==> config.mk <==
export PLATFORM = sky130hd
export DESIGN_NAME = regfile_scoreboard
export DESIGN_NICKNAME = d
export VERILOG_FILES = /design/src/rtl/rv32i_types.sv /design/src/rtl/regfile_scoreboard_sb_table.sv /design/src/rtl/regfile_scoreboard.sv
export SDC_FILE = /design/constraint.sdc
export NUM_CORES = 2
export LEC_CHECK = 0
export CAP_MARGIN = 20
export CORE_MARGIN = 1.5
export CORE_UTILIZATION = 25
export CTS_BUF_LIST = sky130_fd_sc_hd__clkbuf_4
export DETAILED_ROUTE_END_ITERATION = 16
export PLACE_DENSITY = 0.51
export SETUP_SLACK_MARGIN = 0.4
export SLEW_MARGIN = 25
export SYNTH_ARGS = -nofsm -noshare
export SYNTH_HDL_FRONTEND = slang
export SYNTH_HIERARCHICAL = 1
export SYNTH_SLANG_ARGS = --single-unit
==> constraint.sdc <==
create_clock -name clk -period 11.85 [get_ports clk]
set_input_delay 2.37 -clock clk [delete_from_list [all_inputs] [get_ports clk]]
set_output_delay 2.37 -clock clk [all_outputs]
set_load 0.05 [all_outputs]
==> src/rtl/rv32i_types.sv <==
// Shared types for the decode/writeback register file and its busy-bit scoreboard.
// Ports: none (package). Provides register-index and tag types plus a popcount helper.
// Consumers: sb_table, regfile_scoreboard.
package rv32i_types;

  localparam int REG_COUNT = 32;
  localparam int REG_AW    = 5;
  localparam int SB_TAG_W  = 3;

  typedef logic [31:0]          rv32i_word;
  typedef logic [REG_AW-1:0]    rv32i_reg;
  typedef logic [SB_TAG_W-1:0]  sb_tag_t;

  // Number of set bits in a 32-entry busy vector (0..32 fits in 6 bits).
  function automatic logic [5:0] popcount32(input logic [REG_COUNT-1:0] v);
    logic [5:0] c;
    c = '0;
    for (int i = 0; i < REG_COUNT; i++) begin
      c = c + {5'd0, v[i]};
    end
    return c;
  endfunction

endpackage

==> src/rtl/regfile_scoreboard_sb_table.sv <==
// Busy-bit / producer-tag scoreboard for the 32 architectural registers.
// Ports: issue_* allocates a destination, wb_* presents a writeback to be judged,
//        flush_i clears all busy bits; outputs are the busy vector, accept/release
//        decisions for the current writeback, and a registered busy count.
module sb_table
  import rv32i_types::*;
#(
  parameter int TAG_W = SB_TAG_W
) (
  input  logic                 clk_i,
  input  logic                 rst_ni,
  input  logic                 issue_valid_i,
  input  rv32i_reg             issue_rd_i,
  input  logic [TAG_W-1:0]     issue_tag_i,
  input  logic                 wb_valid_i,
  input  rv32i_reg             wb_rd_i,
  input  logic [TAG_W-1:0]     wb_tag_i,
  input  logic                 flush_i,
  output logic [REG_COUNT-1:0] busy_o,
  output logic                 wb_accept_o,
  output logic                 wb_release_o,
  output logic [5:0]           busy_cnt_o
);

  logic [REG_COUNT-1:0] busy_q, busy_d;
  logic [TAG_W-1:0]     tag_q [REG_COUNT];
  logic [TAG_W-1:0]     tag_d [REG_COUNT];
  logic [5:0]           cnt_q;
  logic                 tag_match;

  assign tag_match = (tag_q[wb_rd_i] == wb_tag_i);

  // A writeback is superseded only when its register is busy under a different tag.
  // Writes to x0 are "accepted" so the producer retires, but never change state.
  assign wb_accept_o  = wb_valid_i &&
                        ((wb_rd_i == '0) || !busy_q[wb_rd_i] || tag_match);
  assign wb_release_o = wb_valid_i && (wb_rd_i != '0) && busy_q[wb_rd_i] && tag_match;

  always_comb begin
    busy_d = busy_q;
    tag_d  = tag_q;
    if (flush_i) begin
      // Squash: every pending producer is forgotten, same-cycle issue included.
      busy_d = '0;
    end else begin
      if (wb_release_o) begin
        busy_d[wb_rd_i] = 1'b0;
      end
      // Issue is applied after release so a same-register issue keeps the bit set.
      if (issue_valid_i && (issue_rd_i != '0)) begin
        busy_d[issue_rd_i] = 1'b1;
        tag_d[issue_rd_i]  = issue_tag_i;
      end
    end
  end

  always_ff @(posedge clk_i) begin
    if (!rst_ni) begin
      busy_q <= '0;
      cnt_q  <= '0;
      for (int i = 0; i < REG_COUNT; i++) begin
        tag_q[i] <= '0;
      end
    end else begin
      busy_q <= busy_d;
      tag_q  <= tag_d;
      cnt_q  <= popcount32(busy_d);
    end
  end

  assign busy_o     = busy_q;
  assign busy_cnt_o = cnt_q;

endmodule

==> src/rtl/regfile_scoreboard.sv <==
// Multi-read-port register file with write-to-read bypass and a tagged busy scoreboard.
// Ports: rd_addr/rd_en in, rd_data/rd_busy/stall out (combinational, bypassed);
//        issue_*, wb_*, commit_valid, flush in; wb_accept, instret, busy_cnt out.
module regfile_scoreboard
  import rv32i_types::*;
#(
  parameter int XLEN   = 32,
  parameter int NUM_RD = 2,   // 1..4
  parameter int TAG_W  = SB_TAG_W,
  parameter int CNT_W  = 64
) (
  input  logic                     clk,
  input  logic                     rst,
  input  logic [NUM_RD*5-1:0]      rd_addr,
  output logic [NUM_RD*XLEN-1:0]   rd_data,
  output logic [NUM_RD-1:0]        rd_busy,
  output logic                     stall,
  input  logic [NUM_RD-1:0]        rd_en,
  input  logic                     issue_valid,
  input  logic [4:0]               issue_rd,
  input  logic [TAG_W-1:0]         issue_tag,
  input  logic                     wb_valid,
  input  logic [4:0]               wb_rd,
  input  logic [TAG_W-1:0]         wb_tag,
  input  logic [XLEN-1:0]          wb_data,
  output logic                     wb_accept,
  input  logic                     commit_valid,
  input  logic                     flush,
  output logic [CNT_W-1:0]         instret,
  output logic [5:0]               busy_cnt
);

  logic [XLEN-1:0]      regs_q [REG_COUNT];
  logic [CNT_W-1:0]     instret_q, instret_d;
  logic [REG_COUNT-1:0] busy;
  logic                 wb_release;
  logic                 wb_write;

  sb_table #(
    .TAG_W (TAG_W)
  ) u_sb_table (
    .clk_i         (clk),
    .rst_ni        (rst),
    .issue_valid_i (issue_valid),
    .issue_rd_i    (issue_rd),
    .issue_tag_i   (issue_tag),
    .wb_valid_i    (wb_valid),
    .wb_rd_i       (wb_rd),
    .wb_tag_i      (wb_tag),
    .flush_i       (flush),
    .busy_o        (busy),
    .wb_accept_o   (wb_accept),
    .wb_release_o  (wb_release),
    .busy_cnt_o    (busy_cnt)
  );

  assign wb_write  = wb_accept && (wb_rd != '0);
  assign instret_d = commit_valid ? (instret_q + CNT_W'(1)) : instret_q;

  always_ff @(posedge clk) begin
    if (!rst) begin
      instret_q <= '0;
      for (int i = 0; i < REG_COUNT; i++) begin
        regs_q[i] <= '0;
      end
    end else begin
      instret_q <= instret_d;
      if (wb_write) begin
        regs_q[wb_rd] <= wb_data;
      end
    end
  end

  for (genvar g = 0; g < NUM_RD; g++) begin : g_rd
    rv32i_reg addr;
    logic     bypass;

    assign addr   = rd_addr[5*g +: 5];
    assign bypass = wb_write && (wb_rd == addr);

    assign rd_data[XLEN*g +: XLEN] = (addr == '0) ? '0 :
                                     bypass       ? wb_data :
                                                    regs_q[addr];

    // The producer completing this cycle no longer blocks its consumer.
    assign rd_busy[g] = busy[addr] && !(wb_release && (wb_rd == addr));
  end

  assign stall   = |(rd_busy & rd_en);
  assign instret = instret_q;

endmodule

After elaboration in Yosys (flattened, before gate mapping)
Memories as Yosys holds them, arrays and structs flattened.
Index checks and enable logic that the tools add are counted.
{ "op_classes": {"n_mux": 31, "n_reduce_logical": 28, "eq_ne": 3, "addsub": 32, "magnitude_cmp": 9, "n_bitwise": 7} }
{ "ops": {"columns": ["cell", "count"], "rows": [
  ["$mux W32", 9],
  ["$add A6 B1 Y6", 30],
  ["$bwmux W96", 1],
  ["$add A64 B1 Y64 const B", 1],
  ["$and A32 B32 Y32", 1],
  ["$not A32 Y32", 1],
  ["$or A32 B32 Y32", 1],
  ["$reduce_or A32 Y1", 1],
  ["$lt A5 B6 Y1 const B", 4],
  ["$bmux W1 S5", 3],
  ["$bmux W3 S5", 1],
  ["$demux W3 S5", 1],
  ["$logic_and A1 B1 Y1", 15],
  ["$logic_not A5 Y1", 3],
  ["$ge A6 B6 Y1 const B", 2],
  ["$not A5 Y6", 2],
  ["$demux W1 S5", 2],
  ["$eq A5 B5 Y1", 2],
  ["$ge A5 B1 Y1 const B", 2],
  ["$mux W1", 10],
  ["$reduce_bool A5 Y1", 2],
  ["$mux W3", 3],
  ["$lt A6 B1 Y1 const B", 1],
  ["$mux W5", 1],
  ["8 further kinds", 11]
]} }
{ "totals": {"register_bits": 198, "inputBits": 66, "mem_count": 1, "ramBits": 1024, "elab_cells": 146} }
{ "mem_list": {"columns": ["memory", "depth", "width", "rd", "rd_clocked_by_memory_dff", "wr", "line", "source"], "rows": [
  ["regs_q", 32, 32, 2, 0, 32, "regfile_scoreboard.sv:33", "logic [XLEN-1:0] regs_q [REG_COUNT];"]
]} }

Longest topological paths before layout
{ "depth": {"depth_word": 42, "mapped_depth": 32} }

By module
Netlist, hierarchy kept.
{ "modules_own_cells": {"columns": ["module", "seq_area_each_um2", "area_per_inst_um2", "cells_per_inst", "n_inst"], "rows": [
  ["regfile_scoreboard", 32030.7, 58992.8, 4135, 1],
  ["sb_table", 2682.6, 7423.4, 819, 1]
]} }

Least setup slack after synthesis
OpenSTA, ideal clock, no wires.
{ "synth_timing": {"path_type": "in2reg", "from": "in wb_rd[1]", "to": "reg u_sb_table.cnt_q[4] (netlist: u_sb_table/busy_cnt_o[4])", "cell_stages": 31, "n_path_buf": 4, "t_arrival_ns": 9.211, "setup_slack_ns": 2.511, "setup_time_ns": 0.128, "path_cell_list": "clkbuf_1 -> buf_2 -> mux2i_1 -> o22ai_1 -> nor4_1 -> a21oi_1 -> or4_4 -> or3_1 -> buf_2 -> buf_6 -> o21ai_1 -> fa_1 -> inv_1 -> ha_1 -> inv_1 -> fa_1 -> inv_1 -> fa_1 -> fa_1 -> inv_1 -> fa_1 -> fa_1 -> inv_1 -> fa_1 -> inv_1 -> fa_1 -> inv_1 -> a21o_1 -> a21oi_1 -> xor2_1 -> nor2_1"} }
{ "synth_via": {"elab_chain_cells": 42} }
{ "synth_rtl": {"columns": ["item", "line", "source"], "rows": [
  ["start, declared", "regfile_scoreboard.sv:23", "input logic [4:0] wb_rd,"],
  ["$lt A5 B6 Y1 (not written as such), or another cell as far along", "regfile_scoreboard_sb_table.sv:47", "busy_d[wb_rd_i] = 1'b0;"],
  ["$logic_and A1 B1 Y1 (not written as such) / $bmux W3 S5 (equally long branches)", "regfile_scoreboard_sb_table.sv:47, regfile_scoreboard_sb_table.sv:31", null],
  ["$mux W1 (not written as such) / $mux W3 (equally long branches)", "regfile_scoreboard_sb_table.sv:47, regfile_scoreboard_sb_table.sv:31", null],
  ["$demux W1 S5 / $mux W3 (equally long branches)", null, null],
  ["$not A32 Y32 (no line) / $eq A3 B3 Y1 (equally long branches)", null, null],
  ["$and A32 B32 Y32 (no line) / $logic_and A1 B1 Y1 (equally long branches)", null, null],
  ["$mux W32 (*)", "regfile_scoreboard_sb_table.sv:46", "if (wb_release_o) begin"],
  ["$mux W32 (*)", "regfile_scoreboard_sb_table.sv:42", "if (flush_i) begin"],
  ["$or A32 B32 Y32 (no line)", null, null],
  ["$mux W32 (*)", "regfile_scoreboard_sb_table.sv:50", "if (issue_valid_i && (issue_rd_i != '0)) begin"],
  ["$mux W32 (*)", "regfile_scoreboard_sb_table.sv:42", null],
  ["$add A1 B1 Y2", "rv32i_types.sv:19", "c = c + {5'd0, v[i]};"],
  ["$add A6 B1 Y6 (29 in a row)", "rv32i_types.sv:19", null],
  ["$add A6 B1 Y6 (*)", "rv32i_types.sv:19", null],
  ["end signal, assigned", "regfile_scoreboard_sb_table.sv:67", "cnt_q <= popcount32(busy_d);"],
  ["end, declared", "regfile_scoreboard_sb_table.sv:28", "logic [5:0] cnt_q;"]
]} }
Every way passes the cells marked *; elsewhere a longest branch is shown, timed or not. The select of a mux whose other input is x is not followed.
A chain may end at the register's enable or synchronous reset.

Final worst setup path
{ "layout_timing": {"from": "in wb_rd[0]", "to": "out rd_data[59]"} }
{ "layout_via": {"elab_chain_cells": 11} }
{ "layout_rtl": {"columns": ["item", "line", "source"], "rows": [
  ["$not A5 Y6 (not written as such)", "regfile_scoreboard_sb_table.sv:31", "assign tag_match = (tag_q[wb_rd_i] == wb_tag_i);"],
  ["$bmux W3 S5", "regfile_scoreboard_sb_table.sv:31", null],
  ["$mux W3 (not written as such) (2 in a row)", "regfile_scoreboard_sb_table.sv:31", null],
  ["$eq A3 B3 Y1", "regfile_scoreboard_sb_table.sv:31", null],
  ["$logic_or A1 B1 Y1", "regfile_scoreboard_sb_table.sv:36", "((wb_rd_i == '0) || !busy_q[wb_rd_i] || tag_match);"],
  ["$logic_and A1 B1 Y1", "regfile_scoreboard_sb_table.sv:35", "assign wb_accept_o = wb_valid_i &&"],
  ["$logic_and A1 B1 Y1", "regfile_scoreboard.sv:57", "assign wb_write = wb_accept && (wb_rd != '0);"],
  ["$logic_and A1 B1 Y1 (*)", "regfile_scoreboard.sv:79", "assign bypass = wb_write && (wb_rd == addr);"],
  ["$mux W32 (*)", "regfile_scoreboard.sv:82", "bypass ? wb_data :"],
  ["$mux W32 (*)", "regfile_scoreboard.sv:81", "assign rd_data[XLEN*g +: XLEN] = (addr == '0) ? '0 :"],
  ["end, declared", "regfile_scoreboard.sv:15", "output logic [NUM_RD*XLEN-1:0] rd_data,"]
]} }
Marked as above.

==> summary.txt <==
Power and ir drop
  • Pwr dens: 131.8 mW/mm^2
  • Combinational group share of total power: 0.133
  • VDD IR max: 0.0001005 V
  • Internal: 0.007278 W
  • Leakage: 27.11 nW
  • Clk pwr share: 0.388
  • Sequential Power Share: 0.480
  • Net Sw Power: 0.002877 W
  • Sw frac: 0.2833

Timing
  • Unrepaired setup endpoints after global routing: false
  • Post-layout min period: 10,980 ps
  • Relative slew slack: 0.1918
  • Max Clock Skew: 185.1 ps
  • Final hold violation count: 0
  • Final worst path period share: 0.9269
  • Slew Viols, Final: 0
  • Measured slew at the worst slew-check pin: 1212 ps
  • Setup TNS: 0 ps
  • F_max: 0.09104 GHz
  • Final setup fails: 0

Finish
  • Layout cells sized above 1: 0.2511
  • Area grow syn2layout: 16.05%
  • Post-layout nets: 5,331
  • Final instance area: 0.07708 sq mm

Routing
  • Drt total wl: 267,500 um
  • Drt wl/cell: 29.71 um
  • First-pass DRT Iterations: 5
  • DR iter-0 viols: 5,992
  • Remaining DRCs: 0
  • Via-per-instance ratio: 5.350
  • Via count: 48.18k
  • Detail Route Antenna Nets: 0

Die
  • Starting Density: 0.2510
  • Rows: 189
  • Die Footprint: 0.2688 sq mm
  • Die Ht: 518.4 um
  • CORE AREA: 0.2646 sq mm
  • Number of I/O pins: 204
  • Die width: 518.4 um

CTS
  • Post-cts sizing count: 0
  • Setup repair bufs after CTS: 0
  • CTS buffer count: 366
  • H-tree Lvls: 5
  • CTS hold repair buffers: 0
  • TritonCTS clock tree: done
  • Clock sink count: 1,222
  • Reg clk slew, reported paths: 60 ps
  • Clk_lat worst skew: 1400 ps
  • Worst-case clock buffer depth: 4
  • Clock Tree Root: clkbuf_4

GRT
  • Largest net degree at the start of global routing: 96
  • GR Overflow Total: 0
  • Vias in the first global route: 48.05k
  • Total GRT Usage: 0.1936
  • Initial antenna violation count: 41
  • First-pass GRT wire length: 371,500 um

Critical path
  • R2R cell count: 27
  • Slowest cell on the critical path: clkdlybuf4s50_1
  • CP Cell Sequence: clkdlybuf4s50_1 > or4bb_1 > o22ai_1 > nor4_1 > and3_1 > or4_4 > nor2_1 > o21a_1 > o31ai_2 > or3_1 > a31oi_1 > clkdlybuf4s50_1
  • Critical path type: input port to output port
  • Worst setup EP type: output port
  • Critical path peak fanout: 28
  • Startpoint types: input port
  • Cell seen most often among critical-path stages: clkdlybuf4s50_1
  • Worst Path Arrival: 8610 ps
  • Slowest stage delay, CP: 1110 ps
  • CP required: 9480 ps

Synth
  • Post-Synthesis Cells: 4,954
  • Xor/xnor share of the synthesized area: 0.004220
  • Synth area leaders: edfxtp_1 46%, mux4_2 18%, and2_1 8.3%
  • Largest family of logic cells by synthesized area: multiplexers
  • Adder-Cell Fraction of Synth Area: 0.009985
  • Sequential share of the synthesized area: 0.5227
  • Yosys top cell by area: edfxtp_1
  • Synth cell types: 84
  • Synth Cell Area: 0.06642 sq mm
  • #FFs+latches synth: 1,222
  • Top post-synthesis cells by count: 1,024 x edfxtp_1, 876 x and2_1, 521 x mux4_2
  • Ys flop type: edfxtp_1
  • Async set or reset register ratio after synthesis: 0
  • Compound-Gate Fraction of Synth Area: 0.05328
  • Cell with the most instances after synthesis: edfxtp_1
  • EDFF count, synth: 1,024
  • Yosys top cell area share: 0.4630
  • Post-synthesis mux area share: 0.2286
  • Simple-gate share of the synthesized area: 0.1457
  • YS warnings: 6
  • Avg Synthesized Cell Area: 13.41 sq um

Placement
  • Placed inst area: 0.07282 sq mm
  • Post-detail-place hpwl: 155,600 um
  • PortBufs: 203
  • GP Congestion: 0.8603

Worst hold path
  • Worst hold path type: register to register
  • Hold Path Stages: 2

Run
  • # Max-Cap Violations: 0

Status
  • Status: finished clean
[final cells by class]
cell class / count / area, sq um
Multi-Input combinational cell: 3218 / 30100
Tap cell: 3533 / 4420
Fill cell: 26750 / 187500
Sequential cell: 1222 / 34710
Inverter: 52 / 203.9
Timing Repair Buffer: 367 / 3368
Antenna cell: 21 / 52.55
Clock buffer: 507 / 3806
Clock inverter: 85 / 415.4
[cell usage in the layout, fill, tap and decap left out, types with 21 or more instances in the layout]
master and n:
edfxtp_1 1024, and2_1 875, mux4_2 521, clkbuf_4 507, mux2i_1 333, nand2_1 276, dfxtp_1 198, clkdlybuf4s50_1 171
buf_4 156, nor3_1 139, nor2_1 138, a21oi_1 106, nand3_1 90, clkinv_1 64, o21ai_0 58, a32oi_1 46
inv_1 45, o22ai_1 43, nor2_4 32, o21ai_1 32, a221oi_1 32, conb_1 32, a22oi_1 31, o21ai_4 31
fa_1 25, o31ai_1 23, diode_2 21, buf_2 21
[path summary, 6_finish.rpt]
path / from / endpoint / slack (ps)
hold reg to reg: u_sb_table/tag_q[36]$_SDFFE_PN0P_ / u_sb_table/tag_q[36]$_SDFFE_PN0P_ / 470
setup reg to reg: u_sb_table/tag_q[72]$_SDFFE_PN0P_ / u_sb_table/busy_cnt_o[4]$_SDFF_PN0_ / 4170
hold / removal: u_sb_table/tag_q[36]$_SDFFE_PN0P_ / u_sb_table/tag_q[36]$_SDFFE_PN0P_ / 470
setup / recovery: wb_rd[0] / rd_data[59] / 870
[logic make-up (layout without fill, tap and decap cells)]
group                      Yosys count  count (layout)
adders and majority gates           38              38
DFF                               1222            1222
buffers and inverters              545            1011
and+or+nand+nor                   1732            1732
AOI/OAI and AO/OA                  520             520
muxes                              864             864
xor gates and xnor gates            32              32
other                                1              53
[stage by stage]
stage	hold WS [ps]	std cells	total power [W]	util	setup slack, ps
after global routing	484.2	8991	0.01050	0.2911	747.9
after global placement	448.6	8385	0.006281	0.2747	847.1
after floorplan	429.1	4985	0.005750	-	2511
after detailed placement	456.4	8391	0.006299	0.2752	873.8
final	467.3	9005	0.01016	0.2913	865.7
after CTS	464.8	8983	0.01023	0.2912	941.2
[power groups by stage]
stage	Clock (W)	Sequential [W]	Combinational (W)
2_1_floorplan	0	0.00494	0.000807
6_report	0.00394	0.00487	0.00135
3_5_place_dp	0	0.00496	0.00134
4_1_cts	0.00402	0.00487	0.00134
3_3_place_gp	0	0.00495	0.00133
5_1_grt	0.00422	0.00488	0.00139
[per-layer routing]
metal	part of all wire	routed length [um]	global-route usage
met1	0.39	105500	0.2494
met5	0.00042	113	0
met2	0.47	125600	0.3115
met3	0.098	26190	0.04550
met4	0.038	10110	0.07876
[flip-flops by register name, indices dropped and copies added (netlist names)]
signal                 flops
regs_q                  1024
u_sb_table/tag_q          96
instret                   64
u_sb_table/busy_o         32
u_sb_table/busy_cnt_o      6
[critical path, delay by kind of cell]
| family | cells | cell delay, ps |
|---|---|---|
| buffers and inverters | 2 | 2060 |
| and+or+nand+nor | 6 | 2520 |
| AOI/OAI and AO/OA | 4 | 1640 |
Note: power is estimated with default switching activity, not from simulation.
